`src/rtl/cla_pkg.sv`:
```
// Shared types and default sizes for the serial carry-lookahead adder/subtractor.
package cla_pkg;

    localparam int SLICE_W = 4;
    localparam int WIDTH_W = 16;

    typedef enum logic [1:0] {
        IDLE = 2'd0,
        CALC = 2'd1,
        DONE = 2'd2
    } state_t;

endpackage

```
`src/rtl/cla_slice.sv`:
```
// Combinational SLICE-bit carry-lookahead adder: every carry is a flat
// sum-of-products of generate/propagate terms and the slice carry-in.
module cla_slice #(
    parameter int SLICE = 4
) (
    input  logic [SLICE-1:0] a,
    input  logic [SLICE-1:0] b,
    input  logic             cin,
    output logic [SLICE-1:0] sum,
    output logic             cout
);

    logic [SLICE-1:0] w_g;
    logic [SLICE-1:0] w_p;
    logic [SLICE:0]   w_c;
    logic             w_acc;
    logic             w_prop_run;

    assign w_g = a & b;
    assign w_p = a ^ b;

    // c[i+1] = g[i] | p[i]g[i-1] | ... | p[i]..p[0]cin, built without a ripple chain.
    always_comb begin
        w_c        = '0;
        w_acc      = 1'b0;
        w_prop_run = 1'b1;
        w_c[0]     = cin;
        for (int i = 0; i < SLICE; i++) begin
            w_acc      = 1'b0;
            w_prop_run = 1'b1;
            for (int j = i; j >= 0; j--) begin
                w_acc      = w_acc | (w_g[j] & w_prop_run);
                w_prop_run = w_prop_run & w_p[j];
            end
            w_c[i+1] = w_acc | (cin & w_prop_run);
        end
    end

    assign sum  = w_p ^ w_c[SLICE-1:0];
    assign cout = w_c[SLICE];

endmodule

```
`src/rtl/cla_serial_addsub.sv`:
```
// Multi-cycle WIDTH-bit adder/subtractor that reuses one CLA slice per cycle,
// least-significant slice first, with valid/ready on operand and result sides.
module cla_serial_addsub
    import cla_pkg::*;
#(
    parameter int WIDTH = WIDTH_W,
    parameter int SLICE = SLICE_W
) (
    input  logic             clk,
    input  logic             reset,
    input  logic             in_valid,
    output logic             in_ready,
    input  logic [WIDTH-1:0] op_a,
    input  logic [WIDTH-1:0] op_b,
    input  logic             sub,
    output logic             out_valid,
    input  logic             out_ready,
    output logic [WIDTH-1:0] result,
    output logic             cout,
    output logic             ovf,
    output logic             busy,
    output state_t           dbg_state
);

    localparam int NSLICE = WIDTH / SLICE;
    localparam int CNT_W  = (NSLICE > 1) ? $clog2(NSLICE) : 1;

    // Handshakes: a transfer happens on a rising edge where valid and ready are
    // both high; in_ready is high only in IDLE, and out_valid holds with stable
    // result/cout/ovf until the edge where out_ready is also high.
    state_t            r_state;
    logic [WIDTH-1:0]  r_a;
    logic [WIDTH-1:0]  r_b;
    logic              r_carry;
    logic [CNT_W-1:0]  r_cnt;
    logic [WIDTH-1:0]  r_result;
    logic              r_cout;
    logic              r_ovf;
    logic              r_out_valid;

    logic [SLICE-1:0]  w_sum;
    logic              w_slice_cout;
    logic              w_last;

    cla_slice #(.SLICE(SLICE)) u_slice (
        .a    (r_a[r_cnt*SLICE +: SLICE]),
        .b    (r_b[r_cnt*SLICE +: SLICE]),
        .cin  (r_carry),
        .sum  (w_sum),
        .cout (w_slice_cout)
    );

    assign w_last = (r_cnt == CNT_W'(NSLICE - 1));

    always_ff @(posedge clk) begin
        if (reset) begin
            r_state     <= IDLE;
            r_a         <= '0;
            r_b         <= '0;
            r_carry     <= 1'b0;
            r_cnt       <= '0;
            r_result    <= '0;
            r_cout      <= 1'b0;
            r_ovf       <= 1'b0;
            r_out_valid <= 1'b0;
        end else begin
            case (r_state)
                IDLE: begin
                    if (in_valid) begin
                        r_a      <= op_a;
                        // Subtraction is a + ~b + 1; the +1 enters as the first carry-in.
                        r_b      <= sub ? ~op_b : op_b;
                        r_carry  <= sub;
                        r_cnt    <= '0;
                        r_result <= '0;
                        r_cout   <= 1'b0;
                        r_ovf    <= 1'b0;
                        r_state  <= CALC;
                    end
                end
                CALC: begin
                    r_result[r_cnt*SLICE +: SLICE] <= w_sum;
                    r_carry <= w_slice_cout;
                    r_cnt   <= r_cnt + 1'b1;
                    if (w_last) begin
                        r_cnt       <= '0;
                        r_cout      <= w_slice_cout;
                        r_ovf       <= (r_a[WIDTH-1] == r_b[WIDTH-1]) &&
                                       (w_sum[SLICE-1] != r_a[WIDTH-1]);
                        r_out_valid <= 1'b1;
                        r_state     <= DONE;
                    end
                end
                DONE: begin
                    if (out_ready) begin
                        r_out_valid <= 1'b0;
                        r_state     <= IDLE;
                    end
                end
                default: begin
                    r_out_valid <= 1'b0;
                    r_state     <= IDLE;
                end
            endcase
        end
    end

    assign in_ready  = (r_state == IDLE);
    assign busy      = (r_state != IDLE);
    assign out_valid = r_out_valid;
    assign result    = r_result;
    assign cout      = r_cout;
    assign ovf       = r_ovf;
    assign dbg_state = r_state;

endmodule
```
`config.mk`:
```
export PLATFORM = sky130hd
export DESIGN_NAME = cla_serial_addsub
export DESIGN_NICKNAME = d
export VERILOG_FILES = /design/src/rtl/cla_pkg.sv /design/src/rtl/cla_slice.sv /design/src/rtl/cla_serial_addsub.sv
export SDC_FILE = /design/constraint.sdc
export NUM_CORES = 1
export LEC_CHECK = 0
export ABC_CLOCK_PERIOD_IN_PS = 3050
export CAP_MARGIN = 20
export CORE_ASPECT_RATIO = 0.9
export CORE_MARGIN = 5
export CORE_UTILIZATION = 50
export DETAILED_ROUTE_END_ITERATION = 12
export GPL_TIMING_DRIVEN = 0
export PLACE_DENSITY = 0.89
export SETUP_SLACK_MARGIN = 0.3
export SLEW_MARGIN = 0
export SYNTH_ARGS = -nofsm -noshare
export SYNTH_HDL_FRONTEND = slang
export SYNTH_SLANG_ARGS = --single-unit
export TNS_END_PERCENT = 5
```
`constraint.sdc`:
```
create_clock -name clk -period 3.05 [get_ports clk]
set_input_delay 0.61 -clock clk [delete_from_list [all_inputs] [get_ports clk]]
set_output_delay 0.61 -clock clk [all_outputs]
set_load 0.05 [all_outputs]
```
== Yosys cells after proc, flatten, opt, wreduce, memory -nomap -nowiden ==
Cells that the tools add are included.
Storage, ports and cells
  bits in registers: 56
  memory bits (writable): 0
  input bits: 37
  output and inout bits: 23
  word-level logic and storage cells: 84
  memories kept: 0
  latch bits: 0
  memory bits (read-only): 0
Operators by class
  equal/unequal tests: 8
  add/sub/neg operators: 2
  div/mod/pow operators: 0
  multipliers: 0
  shift-type cells: 4
  reduce and logical (&&, ||, !) cells: 9
  bitwise logic cells: 31
  mux-type cells: 21
  order comparisons: 0
Operator list (count)
  4-bit negator with 34-bit output: 1
  4-bit by 34-bit variable shift with 16-bit output, first input constant: 1
  4-bit by 34-bit indexed part select with 16-bit output: 1
  16-bit 2-to-1 mux: 2
  16-bit case mux with 2 select lines: 1
  16-bit by 5-bit indexed part select with 4-bit output: 2
  1-bit AND: 16
  16-bit bitwise mux: 1
  16-bit inverter: 1
  2-bit 2-to-1 mux: 5
  1-bit OR: 10
  3-bit AND reduction: 3
  4-bit XOR: 2
  1-bit 2-to-1 mux: 6
  2-bit inequality test, second input constant: 3
  1-bit case mux with 2 select lines: 3
  2-bit case mux with 3 select lines: 1
  4-bit AND: 1
  2-bit == test, second input constant: 2
  2-bit case mux with 2 select lines: 1
  2-bit AND reduction: 2
  2-bit nonzero test: 2
  1-bit case mux with 3 select lines: 1
  2-bit by 1-bit adder with 2-bit output, second input constant: 1
  6 further kinds: 6

== Depth between registers and ports, before layout ==
Gate-level depths: netlist of the first run.
  depth in word-level cells: 11
  mapped depth: 7
  gate-level depth less buffers: 6

== Modules after synthesis ==
From an unflattened synthesis of the first run, not the netlist that was laid out.
Unflattened totals
  cell total of the unflattened synthesis: 281
  area, all modules: 2683.8 µm²
By module, submodules not included
  cla_serial_addsub: seq. area each 1121.1 µm², cells an instance 264, times used 1, area an instance 2536.2 µm²
  cla_slice: seq. area each 0.0 µm², cells an instance 17, times used 1, area an instance 147.6 µm²

== Least setup slack after synthesis of the first run ==
OpenSTA, ideal clock, no wires.
  path type: reg2reg
  from: reg r_cnt[0]
  to: reg r_ovf (netlist: ovf)
  path buffers: 1
  arrival time: 2.288 ns
  library setup time: 0.063 ns
  clock period less this slack: 2.351 ns
  required time: 2.987 ns
  cell stages (with the launch flop): 8
  path slack: 0.699 ns
  cells stage by stage: dfxtp_1 > buf_2 > mux4_2 > ha_1 > o21ai_1 > o21ai_2 > a31oi_1 > nand3b_1
On the way
  cells in the longest elaborated chain, start to end: 11
  elaborated cells on any way between the ends: 20
  classes of those cells: eq/ne: 3; shift: 2; mux: 2; bitwise: 11; reduce/logical: 2
Ends and longest elaborated chain
  start, declared: line cla_serial_addsub.sv:35  | logic [CNT_W-1:0] r_cnt;
  start signal, assigned: line cla_serial_addsub.sv:84  | r_cnt <= r_cnt + 1'b1;
  16-bit by 5-bit indexed part select with 4-bit output (on tied branches): line cla_serial_addsub.sv:46, cla_serial_addsub.sv:47
  4-bit AND / 4-bit XOR (equally long branches): line cla_slice.sv:19, cla_slice.sv:20
  1-bit AND (on tied branches): line cla_slice.sv:32, cla_slice.sv:33
  1-bit OR (tied with other cells): line cla_slice.sv:32  | w_acc = w_acc | (w_g[j] & w_prop_run);
  1-bit OR / 1-bit AND (equally long branches): line cla_slice.sv:32, cla_slice.sv:35
  1-bit OR: line cla_slice.sv:35  | w_c[i+1] = w_acc | (cin & w_prop_run);
  4-bit XOR: line cla_slice.sv:39  | assign sum = w_p ^ w_c[SLICE-1:0];
  1-bit inequality test: line cla_serial_addsub.sv:89  | (w_sum[SLICE-1] != r_a[WIDTH-1]);
  1-bit logical AND: line cla_serial_addsub.sv:88  | r_ovf <= (r_a[WIDTH-1] == r_b[WIDTH-1]) &&
  1-bit 2-to-1 mux: line cla_serial_addsub.sv:85  | if (w_last) begin
  1-bit case mux with 2 select lines: line cla_serial_addsub.sv:67  | case (r_state)
  end signal, assigned: line cla_serial_addsub.sv:88
  end, declared: line cla_serial_addsub.sv:38  | logic r_ovf;
Several ways; a longest one is shown, not always the timed one. The select of a mux whose other input is x is not followed.
A chain may end at the register's enable or synchronous reset.

== Worst setup path after layout of the first run ==
Same ends and word-level chain as after synthesis.

==> qor.yml, run 1 <==
ys.flop_type: "dfxtp_1"
switching_share_pct: 28.49
start_util_pct: 51.98
grt_use_total_pct: 20.11
worst-path-max-fanout: 10
htreeDepth: 2
design.die.area_um2: 7080
ys_ff_latch: 56
setup_violations: 0
cp_num_buf_inv: 1
p_comb_share_pct: 21.7
end_kind: "register"
layout.nets: 405
synth_nets: 340
outcome: "completed"
worstReg2RegStart: "r_cnt[0]"
period_share_pct: 83.47
p_leak_nw: 1.283
fin_util_pct: 66.75
yosysSeqAreaShare_pct: 40.80
drive_above_1_share_pct: 14.72
totalWireLength_mm: 6.772
hpwl_mm: 5.171
p_seq_share_pct: 48.6
antenna_found_initial: 0
slew-limit-headroom_pct: 55.38
antenna_left: 0
cp.arrival_ns: 2.80
cts_tree: "built"
drtIter0Drc: 185
rsz0062_at_grt: "false"
cts-buffers-inserted: 5
wl_per_cell_um: 15.86
die_x_um: 88.14
worstSetupPathType: "reg2reg"
grt_pass1_wl_mm: 11.18
synthCells: 294
synthTopCellsByArea: "dfxtp_1 (41%), nand2_1 (6.8%), mux4_2 (6.6%)"
p_clk_share_pct: 29.7
fmax_mhz: 392.8
clock_path_buffers: 2
grt_pass1_vias: 2383
gr-total-overflow: 0
clk_pin_slew_ns: 0.10
synth_area_per_cell_um2: 9.346
numPortBuffers: 58
cap_violations: 0
worstMarginPinSlew_ns: 0.6693
synth.cell_area_um2: 2748
holdWs_ns: 0.4643
startpoint: "r_cnt[0]"
hold_buffers: 0
io_pins: 60
synth.distinct_cells: 41
cp_slowest_stage_delay_ns: 0.55
min_period_ns: 2.546
finalSetupTns_ns: 0
synth_edf_count: 0
vias_per_cell: 5.649
regArea_um2: 1122
areaGrowthSynthToFinish_pct: 28.42
finalMaxSlewViolations: 0
floorplan.rows: 25
internal_power_mw: 1.173
switching_power_uw: 467.5
synth_top_area_share_pct: 40.80
crit_slowest_cell: "mux4_2"
clock_sinks: 56
path_delay_family: "compound AO/OA/AOI/OAI gates"
core-area_um2: 5286
clk_latency_ns: 0.31
grt_max_degree: 17
vias: 2412
synthArstFlopShare_pct: 0
vdd.ir_drop.worst_uv: 240.8
postPlaceCellArea_um2: 3412
hp-class: "reg2reg"
crit_required_ns: 3.30
drc: 0
synth_warnings: 0
fin_skew_ns: 0.003141
cts-root-buf: "clkbuf_8"
p_total_mw: 1.641
multi_input_area_um2: 1485
die_y_um: 80.33
min_from: "r_a[12]"
crit_chain: "buf_4, mux4_2, ha_1, a211oi_2, o21ai_2, a31oi_1, nand3b_1"
power.density_nw_per_um2: 465.1
drtPass1Iterations: 4
timing_hold_violations_final: 0
synth_top_area_cell: "dfxtp_1"
num-fill-cells: 445
critPathLaunchType: "register"
design_area_um2: 3528
place.gp.congestion: 0.8761
num_antenna_cells: 0
cell type report:
cell class,instances,share of cell area [%]
buffer,19,3.262
clock buffer,6,2.057
clock inverter,2,0.9929
inverter,9,0.9574
multi-input combinational,210,42.09
sequential,56,31.81
tap,67,2.376
timing repair buffer,58,16.45
state kept, by name, indices dropped and copies added, names as in the netlist:
signal / flops
cout: 1
dbg_state: 2
out_valid: 1
r_cnt: 2
ovf: 1
r_carry: 1
r_a: 16
result: 16
r_b: 16
cells in the final DEF, fill, tap and decap left out, types with 7 or more instances in the layout:
master,n
clkdlybuf4s50_1,58
ha_1,8
a21oi_1,27
a22oi_1,8
buf_2,7
nor2_1,29
dfxtp_1,55
xnor2_1,17
a211oi_2,11
inv_1,9
nand2_1,50
a211oi_1,7
mux4_2,8
logic make-up after synthesis:
family	count (synthesis)	synth area share, %
muxes	8	6.557
AOI/OAI and AO/OA	73	19.31
buffers and inverters	28	5.282
DFF	56	40.80
and+or+nand+nor	103	18.26
xor gates and xnor gates	17	5.419
adders and majority gates	9	4.372
power by group through the flow:
stage                     Sequential [mW]  Clock (mW)  Combinational, mW
after CTS                           0.797       0.484              0.354
after global placement              0.811           0              0.341
after detailed placement            0.814           0              0.350
after floorplan                     0.819           0              0.225
final                               0.798       0.487              0.356
after global routing                0.802       0.525              0.385
worst min-delay path, stage by stage, from the launching register on:
cell and delay (ns):
dfxtp_1 0.32, nand2_1 0.05, a21oi_1 0.05
per-stage QoR:
step | setup slack, ns | std cells
6_report | 0.5042 | 427
5_1_grt | 0.3846 | 427
4_1_cts | 0.3587 | 427
3_5_place_dp | 0.3201 | 419
3_3_place_gp | 0.3805 | 419
2_1_floorplan | 0.6988 | 294
per-layer routing:
metal | routed length (um) | vias to the layer above | track usage (%)
met5 | 0 | - | 0
met4 | 175 | 0 | 6.495
met3 | 477 | 19 | 4.513
met2 | 3282 | 88 | 34.79
met1 | 2836 | 1139 | 24.68
li1 | - | 1166 | -
cell usage after synthesis (2+ instances only):
cell	n
a211oi_1	7
xnor2_1	17
buf_2	8
nor2_1	29
clkbuf_1	6
nand4_1	5
a31oi_1	4
o211ai_1	4
ha_1	8
nand3b_1	2
a22oi_1	8
inv_1	9
a21oi_1	27
a211oi_2	11
dfxtp_1	56
nand2b_1	2
and4_4	3
buf_6	4
nand2_1	50
mux4_2	8
a21o_1	6
final timing paths:
check        endpoint  slack [ns]  cells past startpoint
max reg2reg       ovf        0.50                      7
min           r_a[12]        0.46                      2
min reg2reg   r_a[12]        0.46                      2
max               ovf        0.50                      7
timing repair:
item	CTS	global route
hold endpoints to repair	0	0
gates resized for setup	1	4
endpoints found under the setup margin	3	5
buffers inserted	0	0
Power figures use the tool's default switching activity.
==> run 2, diff against run 1 <==
--- a/config.mk
+++ b/config.mk
@@ -5,14 +5,14 @@
 export SDC_FILE = /design/constraint.sdc
 export NUM_CORES = 1
 export LEC_CHECK = 0
-export ABC_CLOCK_PERIOD_IN_PS = 3050
+export ABC_CLOCK_PERIOD_IN_PS = 2150
 export CAP_MARGIN = 20
 export CORE_ASPECT_RATIO = 0.9
 export CORE_MARGIN = 5
-export CORE_UTILIZATION = 50
+export CORE_UTILIZATION = 46
 export DETAILED_ROUTE_END_ITERATION = 12
 export GPL_TIMING_DRIVEN = 0
-export PLACE_DENSITY = 0.89
+export PLACE_DENSITY = 0.87
 export SETUP_SLACK_MARGIN = 0.3
 export SLEW_MARGIN = 0
 export SYNTH_ARGS = -nofsm -noshare
==> constraint.sdc (replaced) <==
create_clock -name clk -period 2.15 [get_ports clk]
set_input_delay 0.43 -clock clk [delete_from_list [all_inputs] [get_ports clk]]
set_output_delay 0.43 -clock clk [all_outputs]
set_load 0.05 [all_outputs]
==> run 2 against run 1 <==
Clock skew rose by 0.0085 ns. Total power rose by 38%. Cell area rose by 5.5%. Flip-flop and latch count did not move. Maximum frequency rose by 20%.
==> qor.yml, run 2 (synthesized netlist as in run 1, its figures left out) <==
outcome: "completed"
areaGrowthSynthToFinish_pct: 35.43
hpwl_mm: 4.990
grt_max_degree: 17
p_seq_share_pct: 49.8
switching_share_pct: 30.00
totalWireLength_mm: 6.754
clk_pin_slew_ns: 0.10
p_leak_nw: 1.706
reg2reg_to: "result[6]"
start_util_pct: 47.99
grt_use_total_pct: 18.01
r2r_slack_ns: 0.03
drtPass1Iterations: 4
gr-total-overflow: 0
fin_skew_ns: 0.01168
timing_hold_violations_final: 0
vias_per_cell: 5.560
worst-path-max-fanout: 4
holdPathStages: 2
vdd.ir_drop.worst_uv: 335.7
final_common_cell: "dfxtp_1"
cts-root-buf: "clkbuf_8"
floorplan.rows: 26
hold_buffers: 0
internal_power_mw: 1.589
clock_path_buffers: 2
slew-limit-headroom_pct: 56.11
cap_violations: 0
finalMaxSlewViolations: 0
design.die.area_um2: 7621
worstReg2RegStart: "r_cnt[0]"
numPortBuffers: 58
crit_required_ns: 2.33
cts-buffers-inserted: 5
grt_pass1_wl_mm: 11.27
worstSetupPathType: "reg2reg"
switching_power_uw: 681.0
setup_violations: 0
multi_input_area_um2: 1585
worst_slack_ns: 0.02911
power.density_nw_per_um2: 610.0
drive_above_1_share_pct: 18.58
vias: 2424
min_from: "result[11]"
hp-class: "reg2reg"
worst_r2r_path_depth: 6
drc: 0
fmax_mhz: 471.5
cp.arrival_ns: 2.30
critPathLaunchType: "register"
antenna_found_initial: 0
layout_common_cells: "dfxtp_1 (55), nand2_1 (50), clkdlybuf4s50_1 (35)"
drtIter0Drc: 134
dp_worst_setup_slack_ns: -0.07178
worstMarginPinSlew_ns: 0.6583
antenna_left: 0
rsz0062_at_grt: "true"
min_period_ns: 2.121
die_x_um: 91.47
clock_sinks: 56
cts_tree: "built"
regArea_um2: 1125
p_clk_share_pct: 24.8
io_pins: 60
htreeDepth: 2
min_to: "result[11]"
end_kind: "register"
place.gp.congestion: 0.8341
design_area_um2: 3721
period_share_pct: 98.65
wl_per_cell_um: 15.49
num-fill-cells: 455
core-area_um2: 5725
num_antenna_cells: 0
die_y_um: 83.32
layout.nets: 411
grt_pass1_vias: 2372
postPlaceCellArea_um2: 3488
p_comb_share_pct: 25.4
finalSetupTns_ns: 0
clk_latency_ns: 0.31
## run 2: cell count changes in the layout (fill, tap and decap cells not counted), sizes merged
| cell | previous run | this run |
|---|---|---|
| dlymetal6s2s | 0 | 21 |
| clkdlybuf4s50 | 58 | 35 |
| clkbuf | 12 | 15 |
| bufinv | 1 | 0 |
| buf | 13 | 19 |
## run 2: how the worst max path moves through the flow
stage,start,end
after floorplan,r_cnt[0],ovf
after global placement,r_cnt[0],ovf
after detailed placement,r_cnt[0],ovf
after CTS,r_cnt[0],ovf
after global routing,r_cnt[0],result[6]
final,r_cnt[0],result[6]
## run 2: metal layers
layer / vias to the layer above / track usage, % / share of wire (%)
met5: - / 0 / 0
li1: 1177 / - / -
met2: 87 / 28.30 / 47
met3: 14 / 5.335 / 6.3
met4: 0 / 6.400 / 2.4
met1: 1146 / 23.32 / 44
## run 2: final cells by class
class,count,share of cell area (%)
multi-input combinational,210,42.60
timing repair buffer,64,18.06
clock inverter,1,0.1345
inverter,9,0.9079
tap,70,2.354
buffer,19,3.665
clock buffer,7,2.051
sequential,56,30.23
## run 2: power groups by stage
stage | combinational, mW | sequential, mW | clock (mW)
2_1_floorplan | 0.352 | 1.16 | 0
3_3_place_gp | 0.518 | 1.15 | 0
3_5_place_dp | 0.533 | 1.15 | 0
4_1_cts | 0.573 | 1.13 | 0.567
5_1_grt | 0.625 | 1.14 | 0.617
6_report | 0.577 | 1.13 | 0.563
## run 2: metrics by stage
stage / instances / hold WS (ns) / total power [mW] / util [%]
after floorplan: 294 / 0.4331 / 1.515 / -
final: 436 / 0.4555 / 2.270 / 64.99
after detailed placement: 422 / 0.4459 / 1.688 / 60.93
after global placement: 422 / 0.4385 / 1.669 / 60.93
after CTS: 436 / 0.4582 / 2.270 / 64.03
after global routing: 436 / 0.4784 / 2.380 / 64.99
## run 2: critical path, cell delays in order, from the launching register on
cell	delay [ns]
dfxtp_4	0.41
mux4_2	0.55
ha_4	0.28
a21o_1	0.22
a211o_1	0.32
o211ai_1	0.11
a21oi_1	0.09
## run 2: repair_timing
action / CTS / global route
pin swaps: 9 / 9
gates resized for setup: 11 / 29
endpoints found under the setup margin: 42 / 45
setup buffers: 6 / 0
==> run 3, diff against run 2 <==
--- a/config.mk
+++ b/config.mk
@@ -14,6 +14,7 @@
 export GPL_TIMING_DRIVEN = 0
 export PLACE_DENSITY = 0.87
 export SETUP_SLACK_MARGIN = 0.3
+export SKIP_LAST_GASP = 1
 export SLEW_MARGIN = 0
 export SYNTH_ARGS = -nofsm -noshare
 export SYNTH_HDL_FRONTEND = slang
==> run 3 against run 2 <==
Clock power about the same. Utilization decreased by 0.79 points. Sequential power about the same. Total power decreased by 0.13%. Non-clock buffer count unchanged. Wire length decreased by 0.89%. Cell area decreased by 1.2%. Via count decreased by 0.33%. Die area unchanged. First-iteration DRC count decreased by 4.5%. Combinational power about the same. Sequential share of layout area increased by 0.37 points.
==> qor.yml, run 3 (synthesized netlist as in run 1, its figures left out) <==
htreeDepth: 2
clock_path_buffers: 2
clk_pin_slew_ns: 0.10
worstSetupPathType: "reg2reg"
layout.nets: 411
design_area_um2: 3676
die_x_um: 91.47
core-area_um2: 5725
cts_tree: "built"
min_period_ns: 2.132
worstMarginPinSlew_ns: 0.6534
setup_violations: 0
vias_per_cell: 5.541
wl_per_cell_um: 15.35
start_util_pct: 47.99
slew-limit-headroom_pct: 56.44
fin_util_pct: 64.20
finalMaxSlewViolations: 0
final_common_cell: "clkdlybuf4s50_1"
clk_latency_ns: 0.31
vias: 2416
die_y_um: 83.32
numPortBuffers: 58
p_leak_nw: 1.324
rsz0062_at_grt: "true"
io_pins: 60
clock_sinks: 56
outcome: "completed"
drtPass1Iterations: 6
cts-buffers-inserted: 5
timing_hold_violations_final: 0
drive_above_1_share_pct: 17.76
antenna_left: 0
num_antenna_cells: 0
power.density_nw_per_um2: 616.7
crit_required_ns: 2.32
fin_skew_ns: 0.01118
totalWireLength_mm: 6.694
hp-class: "reg2reg"
critPathLaunchType: "register"
hold_buffers: 0
postPlaceCellArea_um2: 3488
layout_common_cells: "clkdlybuf4s50_1 (56), dfxtp_1 (55), nand2_1 (50)"
grt_pass1_wl_mm: 11.27
vdd.ir_drop.worst_uv: 335.7
cp.arrival_ns: 2.31
grt_use_total_pct: 18.01
antenna_found_initial: 0
drc: 0
areaGrowthSynthToFinish_pct: 33.79
design.die.area_um2: 7621
grt_pass1_vias: 2372
hpwl_mm: 4.990
finalSetupTns_ns: 0
cts-root-buf: "clkbuf_8"
min_from: "r_a[14]"
worst-path-max-fanout: 4
floorplan.rows: 26
place.gp.congestion: 0.8341
drtIter0Drc: 128
startpoint: "r_cnt[0]"
grt_max_degree: 17
cap_violations: 0
fmax_mhz: 469.0
worstReg2RegStart: "r_cnt[0]"
gr-total-overflow: 0
end_kind: "register"
period_share_pct: 99.18
-- run 3: changes by cell type in the layout (fill, tap and decap cells not counted), sizes merged --
cell,previous run,this run
clkbuf,15,13
clkdlybuf4s50,35,56
dlygate4sd2,0,2
dlymetal6s2s,21,0
-- run 3: per-stage QoR --
| stage | hold WS [ns] | setup WS (ns) | std cells | power (mW) |
|---|---|---|---|---|
| 5_1_grt | 0.4784 | -0.03980 | 436 | 2.380 |
| 3_3_place_gp | 0.4385 | -0.03533 | 422 | 1.669 |
| 3_5_place_dp | 0.4459 | -0.07178 | 422 | 1.688 |
| 2_1_floorplan | 0.4331 | 0.1477 | 294 | 1.515 |
| 6_report | 0.4574 | 0.01761 | 436 | 2.267 |
| 4_1_cts | 0.4582 | 0.03856 | 436 | 2.270 |
-- run 3: report_power, final --
| group | internal, mW | leakage (nW) | switching [mW] |
|---|---|---|---|
| Combinational | 0.268 | 0.823 | 0.308 |
| Clock | 0.230 | 0.0422 | 0.330 |
| Sequential | 1.09 | 0.459 | 0.0390 |
-- run 3: per-layer routing --
layer,wire (um),global-route usage [%],up-vias
met5,0,0,-
met2,3131,28.30,78
met4,167,6.400,0
met3,450,5.335,14
met1,2945,23.32,1148
li1,-,-,1176
-- run 3: path summary, 6_finish.rpt --
| check | slack, ns | depth (start not counted) | end |
|---|---|---|---|
| min | 0.46 | 2 | r_a[14] |
| max reg2reg | 0.02 | 6 | result[6] |
| max | 0.02 | 6 | result[6] |
| min reg2reg | 0.46 | 2 | r_a[14] |
-- run 3: critical path, stage by stage (launching register included) --
cell      delay, ns
dfxtp_4        0.40
mux4_2         0.55
ha_4           0.28
a21o_1         0.22
a211o_1        0.32
o211ai_1       0.12
a21oi_1        0.09
-- run 3: what timing repair did --
item / in CTS / in global routing
gates cloned: 0 / 0
gates resized for setup: 11 / 3
pin swaps: 9 / 4
buffers inserted: 6 / 0
endpoints found under the setup margin: 42 / 45
-- run 3: layout make-up --
cell class / count / area, um^2
inverters: 9 / 33.78
well taps: 70 / 87.58
repair buffers: 64 / 626.9
multi-input cells: 210 / 1585
fillers: 458 / 2049
flip-flops and latches: 56 / 1125
plain buffers: 19 / 136.4
clock inverters: 1 / 5.005
clock buffers: 7 / 76.32
==> RTL change 1: new RTL, settings of run 1 <==
`SLICE_W`: 4 -> 8.
--- a/src/rtl/cla_pkg.sv
+++ b/src/rtl/cla_pkg.sv
@@ -2,5 +2,5 @@
 package cla_pkg;
 
-    localparam int SLICE_W = 4;
+    localparam int SLICE_W = 8;
     localparam int WIDTH_W = 16;
 
Check against the original RTL: not equivalent (a bounded check fails within 4 cycles, from zero or initial values and one cycle with reset high).
==> RTL change 1 against run 1 <==
Sequential cell count is 1 lower; final area is 2.7% lower; area after synthesis is 3.6% lower; total power is 1.7% lower; maximum frequency is 3.8% lower; worst setup slack worse by 0.10 ns; routed wire length is 2.9% lower; sequential power is 0.9% lower; critical path type unchanged; critical endpoint unchanged; highest routed layer unchanged.
==> RTL change 1: results (changes against run 1) <==
| Metric | Value |
|---|---|
| Outcome | completed (unchanged) |
| Clock buf/inv share | 2.368% (was 3.050%) |
| Vias in the first global route | 2268 (was 2383) |
| Tot GR Track Use | 19.35% (was 20.11%) |
| Fraction of area in registers | 32.06% (was 31.81%) |
| Post-Layout Cell Count | 431 (was 427) |
| Signal buffers | 75 (was 77) |
| Logic pwr share | 27.2% (was 21.7%) |
| Syn nets | 345 (was 340) |
| Clock buffer cells | 7 (was 6) |
| Post-DP Area | 3304 um2 (was 3412 um2) |
| Slowest cell on crit path | o41a_1 (was mux4_2) |
| Post-synthesis adder-cell area fraction | 4.535% (was 4.372%) |
| Number of multi-input logic gates | 219 (was 210) |
| Sequential-to-total area share from yosys stat | 41.57% (was 40.80%) |
| Post-Place Cells | 423 (was 419) |
| Total combinational power | 438 uW (was 356 uW) |
| Routed length on met3 | 517 um (was 477 um) |
| Max Clock Skew | 0.007316 ns (was 0.003141 ns) |
| Clock Power | 383 uW (was 487 uW) |
| Slowest stage delay, CP | 0.42 ns (was 0.55 ns) |
| Least-Margin Pin Slew | 0.6479 ns (was 0.6693 ns) |
| Post-synth top cells | dfxtp_1 (55), nand2_1 (42), nor2_1 (29) (was dfxtp_1 (56), nand2_1 (50), nor2_1 (29)) |
| First-pass GRT wire length | 10630 um (was 11180 um) |
| Buffers on Ports | 57 (was 58) |
| Multi-input combinational area share | 43.02% (was 42.09%) |
| Area contributors post-synth | dfxtp_1 (42%), mux2_2 (6.0%), nand2_1 (6.0%) (was dfxtp_1 (41%), nand2_1 (6.8%), mux4_2 (6.6%)) |
| Worst R2R Setup Slack | 0.40 ns (was 0.50 ns) |
| DP HPWL | 5021 um (was 5171 um) |
| Signal buf overhead | 19.34% (was 19.72%) |
| Static leakage | 1.300 nW (was 1.283 nW) |
| Vias/cell | 5.629 (was 5.649) |
| Final net count | 409 (was 405) |
| Maximum number of pins on one net before global-route repair | 16 (was 17) |
| Post-synth cell types | 43 (was 41) |
| Met2 Track Usage GR | 32.72% (was 34.79%) |
| Nonclk inv count | 7 (was 9) |
| Flops & latches, synth | 55 (was 56) |
| RD Place Congestion | 0.9447 (was 0.8761) |
| Worst VDD drop | 0.2631 mV (was 0.2408 mV) |
| Metal2 WL | 3099 um (was 3282 um) |
| Iter 0 DRT Violations | 120 (was 185) |
| Routed wire length | 6575 um (was 6772 um) |
| WHS Endpoint | r_a[14]$_SDFFE_PP0P_ (was r_a[12]$_SDFFE_PP0P_) |
| HP Start | r_a[14]$_SDFFE_PP0P_ (was r_a[12]$_SDFFE_PP0P_) |
| Compound-gate portion of the synthesized area | 19.04% (was 19.31%) |
==> RTL change 1: cell count changes after synthesis, moves of 7 or more <==
cell / run 1 / this run
a211oi_1: 7 / 19
nand2_1: 50 / 42
a211oi_2: 11 / 1
mux4_2: 8 / 0
mux2_2: 0 / 14
o21ai_0: 1 / 8
==> RTL change 1: worst max path at each step <==
stage	start	endpoint	slack [ns]
floorplan	r_cnt$_SDFFE_PP0P_	ovf$_SDFFE_PP0P_	0.37
global placement	r_cnt$_SDFFE_PP0P_	ovf$_SDFFE_PP0P_	0.13
detailed placement	r_cnt$_SDFFE_PP0P_	ovf$_SDFFE_PP0P_	0.06
CTS	r_cnt$_SDFFE_PP0P_	ovf$_SDFFE_PP0P_	0.30
global route	r_cnt$_SDFFE_PP0P_	ovf$_SDFFE_PP0P_	0.29
finish	r_cnt$_SDFFE_PP0P_	ovf$_SDFFE_PP0P_	0.40
==> RTL change 2: new RTL, settings of run 1 <==
Without the edit above. Put one more register stage on the output `dbg_state`. The value now appears one clock later. The other outputs are not delayed to match.
--- a/src/rtl/cla_serial_addsub.sv
+++ b/src/rtl/cla_serial_addsub.sv
@@ -112,5 +112,7 @@
     assign cout      = r_cout;
     assign ovf       = r_ovf;
-    assign dbg_state = r_state;
+    always_ff @(posedge clk) begin
+        dbg_state <= r_state;
+    end
 
 endmodule
Check against the original RTL: not equivalent (a bounded check fails within 4 cycles, from zero or initial values and one cycle with reset high).
==> RTL change 2 against run 1 <==
Total power increased by 26%; sequential cell count increased by 2; worst setup slack got worse by 0.036 ns; critical path depth unchanged; area after synthesis increased by 1.5%; die area increased by 1.3%; final area increased by 5.2%; routed wire length increased by 1.8%.
==> RTL change 2: results (changes against run 1) <==
| Metric | Value |
|---|---|
| Outcome | completed (unchanged) |
| RD Place Congestion | 0.8515 (was 0.8761) |
| Worst-case reg-to-reg path depth | 7 (unchanged) |
| Tot GR Track Use | 20.85% (was 20.11%) |
| Sequential-to-total area share from yosys stat | 41.63% (was 40.80%) |
| Iter 0 DRT Violations | 220 (was 185) |
| Least-Margin Pin Slew | 0.7222 ns (was 0.6693 ns) |
| Sw frac | 25.71% (was 28.49%) |
| DP HPWL | 5103 um (was 5171 um) |
| Layout cells sized above 1 | 16.76% (was 14.72%) |
| Final setup fails | 0 (unchanged) |
| Logic pwr share | 17.3% (was 21.7%) |
| Maximum number of pins on one net before global-route repair | 11 (was 17) |
| Die W | 88.73 um (was 88.14 um) |
| Wire per inst | 15.78 um (was 15.86 um) |
| Routed wire length | 6896 um (was 6772 um) |
| Post-Place Cells | 421 (was 419) |
| Max Clock Skew | 0.003914 ns (was 0.003141 ns) |
| Crit path launch | r_cnt[1]$_SDFFE_PP0P_ (was r_cnt[0]$_SDFFE_PP0P_) |
| Post-synth top cells | dfxtp_1 (58), nand2_1 (49), nor2_1 (29) (was dfxtp_1 (56), nand2_1 (50), nor2_1 (29)) |
| # H-tree levels | 3 (was 2) |
| First-pass GRT wire length | 11210 um (was 11180 um) |
| Hold path depth | 0 (was 2) |
| Hold slack | 0.4004 ns (was 0.4643 ns) |
| Clk slew on worst S/H paths | 0.06 ns (was 0.10 ns) |
| WHS Endpoint | dbg_state[1]$_DFF_P_ (was r_a[12]$_SDFFE_PP0P_) |
| Tot Pwr | 2.075 mW (was 1.641 mW) |
| Worst VDD drop | 0.3328 mV (was 0.2408 mV) |
| HP Start | r_state[1]$_SDFFE_PP0P_ (was r_a[12]$_SDFFE_PP0P_) |
| Post-DP Area | 3453 um2 (was 3412 um2) |
| Post-synth cell types | 41 (unchanged) |
| Static leakage | 1.368 nW (was 1.283 nW) |
| Filler cell count | 406 (was 445) |
| Worst R2R Start | r_cnt[1]$_SDFFE_PP0P_ (was r_cnt[0]$_SDFFE_PP0P_) |
| Final net count | 411 (was 405) |
| Clock Power | 891 uW (was 487 uW) |
| Diode count | 0 (unchanged) |
| Area contributors post-synth | dfxtp_1 (42%), nand2_1 (6.6%), mux4_2 (6.5%) (was dfxtp_1 (41%), nand2_1 (6.8%), mux4_2 (6.6%)) |
| Worst R2R Setup Slack | 0.47 ns (was 0.50 ns) |
| Syn nets | 342 (was 340) |
| Slowest cell on crit path | clkbuf_1 (was mux4_2) |
| Place WS | 0.3035 ns (was 0.3201 ns) |
| Vias | 2413 (was 2412) |
| Clock buffer count from CTS | 9 (was 5) |
## RTL change 2: cell types whose count changed after synthesis, sizes merged
cell | before | now
buf | 13 | 12
clkbuf | 6 | 7
dfxtp | 56 | 58
## RTL change 2: cell families after synthesis
logic type,count (synthesis),share of synthesized area (%)
AOI/OAI and AO/OA,73,19.02
xor gates and xnor gates,17,5.339
adders and majority gates,9,4.307
buffers and inverters,28,5.159
DFF,58,41.63
muxes,8,6.460
and+or+nand+nor,103,18.08
## RTL change 2: layout make-up
class	count	area [um2]	area share, %
multi-input cells	210	1488	40.07
flip-flops and latches	58	1162	31.31
repair buffers	58	580.6	15.64
clock buffers	11	151.4	4.078
plain buffers	19	112.6	3.033
clock inverters	5	100.1	2.696
well taps	67	83.83	2.258
inverters	9	33.78	0.9100
## RTL change 2: repair_timing
| action | in CTS | in global routing |
|---|---|---|
| resized for setup | 1 | 2 |
| pin swaps | 0 | 0 |
| cloned | 0 | 0 |
| setup endpoints to repair | 4 | 5 |
| setup buffers | 0 | 0 |
## RTL change 2: worst max-delay path by stage
stage / endpoint / slack (ns) / cells after the start
floorplan: ovf$_SDFFE_PP0P_ / 0.70 / 7
global placement: result[15]$_SDFFE_PP0P_ / 0.37 / 7
detailed placement: result[3]$_SDFFE_PP0P_ / 0.30 / 7
CTS: ovf$_SDFFE_PP0P_ / 0.36 / 7
global route: ovf$_SDFFE_PP0P_ / 0.34 / 7
finish: result[3]$_SDFFE_PP0P_ / 0.47 / 7
## RTL change 2: layer usage
layer	vias up	wire (um)	GRT usage (%)	part of all wire, %
met3	21	500	7.606	7.3
met2	90	3313	33.16	48
met5	-	0	0	0
li1	1186	-	-	-
met4	0	213	9.366	3.1
met1	1116	2869	25.16	42
